File: src/rtl/csa_resolver.sv
// csa_resolver: chunked carry-propagate resolver of a save/carry pair; `CSA_RESOLVER_SAT_EN saturates the output
module csa_resolver #(
  parameter int WIDTH = 4,
  parameter int CHUNK = 2
) (
  input  logic             clk,
  input  logic             rst_n,
  input  logic             in_valid,
  output logic             in_ready,
  input  logic [WIDTH-1:0] s_vec,
  input  logic [WIDTH-1:0] c_vec,
  output logic             out_valid,
  input  logic             out_ready,
  output logic [WIDTH:0]   sum,
  output logic             cout
);
  localparam int W2 = WIDTH + 2;
  localparam int N = (W2 + CHUNK - 1) / CHUNK;
  localparam int IW = N > 1 ? $clog2(N) : 1;
  typedef enum logic [1:0] {IDLE, RESOLVE, DONE} state_t;
  state_t state, state_n;
  logic [W2-1:0] a, b, res, res_n;
  logic cy, last, cout_n;
  logic [IW-1:0] idx;
  logic [31:0] sh;
  logic [CHUNK-1:0] ac, bc;
  logic [CHUNK:0] cs;
  logic [WIDTH:0] sum_n;
  assign in_ready = state == IDLE;
  assign out_valid = state == DONE;
  // one chunk of the carry-propagate add, merged into the partial result
  always_comb begin
    sh = 32'(idx) * 32'(CHUNK);
    ac = CHUNK'(a >> sh);
    bc = CHUNK'(b >> sh);
    cs = {1'b0, ac} + {1'b0, bc} + (CHUNK+1)'(cy);
    res_n = res | W2'({{W2{1'b0}}, cs[CHUNK-1:0]} << sh);
    last = idx == IW'(N - 1);
    cout_n = res_n[W2-1];
`ifdef CSA_RESOLVER_SAT_EN
    sum_n = res_n[W2-1] ? '1 : res_n[WIDTH:0];
`else
    sum_n = res_n[WIDTH:0];
`endif
  end
  // next-state logic
  always_comb begin
    state_n = state;
    if (state == IDLE && in_valid) state_n = RESOLVE;
    if (state == RESOLVE && last) state_n = DONE;
    if (state == DONE && out_ready) state_n = IDLE;
  end
  // state register
  always_ff @(posedge clk or negedge rst_n)
    if (!rst_n) state <= IDLE;
    else state <= state_n;
  // operand capture, resolve loop and output register
  always_ff @(posedge clk or negedge rst_n) begin
    if (!rst_n) begin
      a <= '0;
      b <= '0;
      res <= '0;
      cy <= 1'b0;
      idx <= '0;
      sum <= '0;
      cout <= 1'b0;
    end else begin
      if (state == IDLE && in_valid) begin
        a <= {2'b0, s_vec};
        b <= {1'b0, c_vec, 1'b0};
        res <= '0;
        cy <= 1'b0;
        idx <= '0;
      end
      if (state == RESOLVE) begin
        res <= res_n;
        cy <= cs[CHUNK];
        idx <= idx + IW'(1);
        if (last) begin
          sum <= sum_n;
          cout <= cout_n;
        end
      end
    end
  end
endmodule

File: config.mk
export PLATFORM = sky130hd
export DESIGN_NAME = csa_resolver
export DESIGN_NICKNAME = d
export VERILOG_FILES = /design/src/rtl/csa_resolver.sv
export SDC_FILE = /design/constraint.sdc
export NUM_CORES = 1
export LEC_CHECK = 0
export ABC_AREA = 0
export BUFFER_PORTS_ARGS = -buffer_cell sky130_fd_sc_hd__buf_2
export CELL_PAD_IN_SITES_DETAIL_PLACEMENT = 1
export CELL_PAD_IN_SITES_GLOBAL_PLACEMENT = 1
export CORE_MARGIN = 5
export CORE_UTILIZATION = 43
export CTS_CLUSTER_DIAMETER = 60
export DETAILED_ROUTE_END_ITERATION = 8
export GPL_ROUTABILITY_DRIVEN = 0
export PLACE_DENSITY = 0.82
export SLEW_MARGIN = 15
export SYNTH_ARGS = -nofsm -noshare
export SYNTH_HDL_FRONTEND = slang
export SYNTH_SLANG_ARGS = --single-unit
File: constraint.sdc
create_clock -name clk -period 3.1 [get_ports clk]
set_input_delay 0.62 -clock clk [delete_from_list [all_inputs] [get_ports clk]]
set_output_delay 0.62 -clock clk [all_outputs]
set_load 0.03 [all_outputs]
**Word level (Yosys, flattened, before mapping)**

Cells that the tools add are included.

- Flip-flop bits (word level): 25
- Latch bits: 0
- Memory bits (writable): 0
- ROM bits: 0
- Output and inout port bits: 8
- Memories kept: 0

- $add $sub $neg: 3
- Multipliers: 0
- Div/mod/pow operators: 0
- Order comparisons: 0
- Equality and inequality tests: 3
- Shift-type cells: 3
- Muxes and demuxes: 9
- Bitwise logic cells: 1
- Reduce and logical (&&, ||, !) cells: 7

Operators with widths:

| kind | number |
|---|---|
| $mux 6 | 2 |
| $mux 2 | 5 |
| $or 6x6->6 | 1 |
| $shl 2x3->6 | 1 |
| $shr 5x3->2 | 1 |
| $eq 2x2->1 const B | 2 |
| $shr 4x3->2 | 1 |
| $add 2x2->3 | 1 |
| $add 3x1->3 | 1 |
| $logic_and 1x1->1 | 3 |
| $reduce_bool 3->1 | 1 |
| $add 2x1->2 const B | 1 |
| $eq 2x1->1 const B | 1 |
| $logic_not 2->1 | 1 |
| $mux 1 | 2 |
| $reduce_and 2->1 | 1 |
| $reduce_bool 2->1 | 1 |

**Longest topological paths before layout**

- Word-level depth: 6
- Mapped depth: 10

**Least setup slack after synthesis**

Ideal clock, no wire load.

- Kind: flip-flop to flip-flop
- Start: register idx[0]
- End: register cout
- Library setup time: 0.073 ns
- Arrival time: 2.067 ns
- Path slack: 0.960 ns
- Stages on the path, launching flop included: 10
- Clock period less this slack: 2.140 ns
- Cell sequence: dfrtp_1 > buf_2 > mux2i_1 > nor2_1 > fa_1 > inv_1 > fa_1 > nor2_1 > a21oi_1 > a21oi_2

- Cells in the longest elaborated chain, start to end: 5

Ends and longest elaborated chain:

| element | line | RTL |
|---|---|---|
| start: declaration | 24 | `logic [IW-1:0] idx;` |
| start signal: assignment | 78 | `idx <= idx + IW'(1);` |
| $shr 4x3->2 or $shr 5x3->2 (tied branches) | 34, 35 |  |
| $add 2x2->3 | 36 | `cs = {1'b0, ac} + {1'b0, bc} + (CHUNK+1)'(cy);` |
| $add 3x1->3 | 36 |  |
| $shl 2x3->6 | 37 | `res_n = res \| W2'({{W2{1'b0}}, cs[CHUNK-1:0]} << sh);` |
| $or 6x6->6 | 37 |  |
| end signal: assignment | 81 | `cout <= cout_n;` |
| end: declaration | 15 | `output logic cout` |

Parallel ways exist; a longest one is shown, timed or not.
A chain may end at the register's enable or synchronous reset.

**Worst setup path in the final report**

- Start: register idx[0]
- End: register sum[1]

- Cells in the longest elaborated chain, start to end: 5

Ends and longest elaborated chain:

| element | line | RTL |
|---|---|---|
| $shr 4x3->2 or $shr 5x3->2 (tied branches) | 34, 35 |  |
| $add 2x2->3 | 36 |  |
| $add 3x1->3 | 36 |  |
| $shl 2x3->6 | 37 |  |
| $or 6x6->6 | 37 |  |
| end signal: assignment | 80 | `sum <= sum_n;` |
| end: declaration | 14 | `output logic [WIDTH:0] sum,` |

Parallel ways exist; a longest one is shown, timed or not.

==> impl_results.md <==
* Yosys warns at 0
* Vias/cell at 5.41
* Asr flop ratio synth at 100%
* Post-synth EDFFs at 0
* Slew Limit Fails at 0
* Final hold viol count at 0
* 1st-iter DRT viols at 15
* Synth Register Bits at 25
* Hold crit path type: in2async
* TritonCTS Buffers at 3
* R2R Path Start: idx[0]
* Core Area at 2730 um2
* Vert. Die Dim at 63.0 um
* Fmax at 0.409 GHz
* ANT nets after route at 0
* Final setup viols at 0
* Yosys top cell area share at 51.7%
* Reg2Reg Setup Slack at 650 ps
* Top cells by area, synth: dfrtp_1, mux2_4, a21oi_1
* R2R cell count at 8
* Critical path peak fanout at 13
* Worst-Skew Late Latency at 330 ps
* Final Critical Period at 2450 ps
* GRT met1 Usage at 14.1%
* Postcts setup bufs at 0
* LEAKAGE at 0.693 nW
* Slew @ Worst Pin at 550 ps
* PwrDens at 382 nW/um2
* Routing usage on met2 at 23.3%
* Clk_skew at 8.78 ps
* VDD IR max at 0.292 mV
* RSZ-0062 raised after global routing: false
* Main synth FF type: dfrtp_1
* GRT busiest layer: met2
* CP required at 3360 ps
* Overall power at 0.513 mW
* Clk sinks at 25
* CP startpoint kind: flop
* Worst setup EP type: flop
* Part of the cycle the worst path needs at 78.9%
* Max H-tree Level at 1
* GR Overflow Total at 0
* Ant diodes at 0
* PostCTS Resize Cnt at 0
* Max Cap Viol at 0
* Die width at 63.0 um
* HPWL after DPL at 1.81 mm
* First-pass DRT Iterations at 4
* Setup CP Type: reg2reg
* Outcome: finished, final reports clean
* Share of cells above drive strength 1 at 34.4%
* Initial Utilization at 44.3%
* Synth Instances at 103
* Seq/Total Area, Yosys at 51.7%
* # IOs at 20
* Syn Std Cell Area at 1210 um2
* M3 GR Usage at 2.34%
* Die ar. at 3970 um2
* # DRC at 0
* Antenna violations before repair at 0
* First-pass GRT wire length at 4.00 mm
* Synth cell types at 25
* Final #Nets at 138
* Post-Route Setup TNS at 0 ps
* Top-count cell post-synth: dfrtp_1
* Clk pin slew, worst setup/hold paths at 150 ps
* Number of I/O port buffers at 19
* Syn Nets at 118
* GRT Overall Usage at 12.3%
* Utilization after layout at 49.1%
* Drt wl/cell at 15.4 um
* Leading area contributor after synthesis: dfrtp_1
* Clock buffer depth at 2
* Worst path arrival time at 2710 ps
* Area Overhead vs Synth at 10.9%
* Vias in the first global route at 908
* Row count at 19
* Pin count of the biggest net entering global routing at 26
* Final wirelength at 2.36 mm
* Reg-to-reg endpoint: sum[1]
* Syn Area/Cell at 11.7 um2
* Vias post-DR at 827
* Most frequent cells after synthesis: dfrtp_1, a21oi_1, nor2_1
* Hold Buf Count CTS at 0
* Root Buffer: clkbuf_4
* CTS tree: built
* Slew margin rel. at 63.4%
==> critical path: stages, from the launching register on <==
cell and delay (ps):
dfrtp_1 620, mux2i_1 270, nor2_1 80, fa_1 390
inv_1 70, fa_1 420, nor2_1 240, a21oi_1 120
a21oi_1 150
==> metrics by stage <==
stage	hold WS [ps]	instance area, um2	cells	worst slack [ps]
floorplan	324	1210	103	960
global placement	483	1310	149	824
detailed placement	496	1310	149	666
CTS	276	1340	153	638
global route	279	1340	153	430
finish	252	1340	153	653
==> logic make-up after synthesis <==
logic type      count (synthesis)  synth area share [%]
simple gates                   26                  12.2
buf+inv                        10                  4.55
fa+ha+maj                       3                  4.34
compound gates                 28                  14.6
flops                          25                  51.7
mux                            11                  12.6
==> cell type report <==
type	count	area [um2]
fill	307	1390
sequential	25	626
multi-input combinational	68	529
timing repair buffer	19	95.1
tap	31	38.8
clock buffer	3	22.5
inverter	6	22.5
clock inverter	1	7.51
==> worst max path at each step <==
stage                      start  endpoint  cells after the start
after floorplan           idx[0]      cout                      9
after global placement    idx[0]      cout                      8
after detailed placement  idx[0]      cout                      8
after CTS                 idx[0]      cout                      8
after global routing      idx[0]    sum[1]                      8
final                     idx[0]    sum[1]                      8
==> cells in the final DEF, fill, tap and decap left out, types with 4 or more instances in the layout <==
cell type / n
a21oi_1: 10
a31oi_1: 4
buf_2: 19
dfrtp_1: 25
inv_1: 6
mux2_4: 8
nand2_1: 6
nor2_1: 10
o21ai_0: 6
==> power by group <==
group / leakage, nW / switching, mW / internal (mW)
Clock: 0.0139 / 0.105 / 0.0493
Sequential: 0.315 / 0.00307 / 0.331
Combinational: 0.364 / 0.0107 / 0.0129
Total: 0.693 / 0.119 / 0.394
==> metal layers <==
layer | part of all wire (%) | vias up
met5 | 0 | -
met4 | 0.89 | 0
met3 | 4.4 | 3
met2 | 53 | 17
met1 | 41 | 412
li1 | - | 395
==> registers in the layout, summed over array words and instances, names as in the netlist <==
name	count
a	4
b	4
cout	1
cy	1
idx	2
res	6
state	2
sum	5
(Power assumes the default switching activity.)
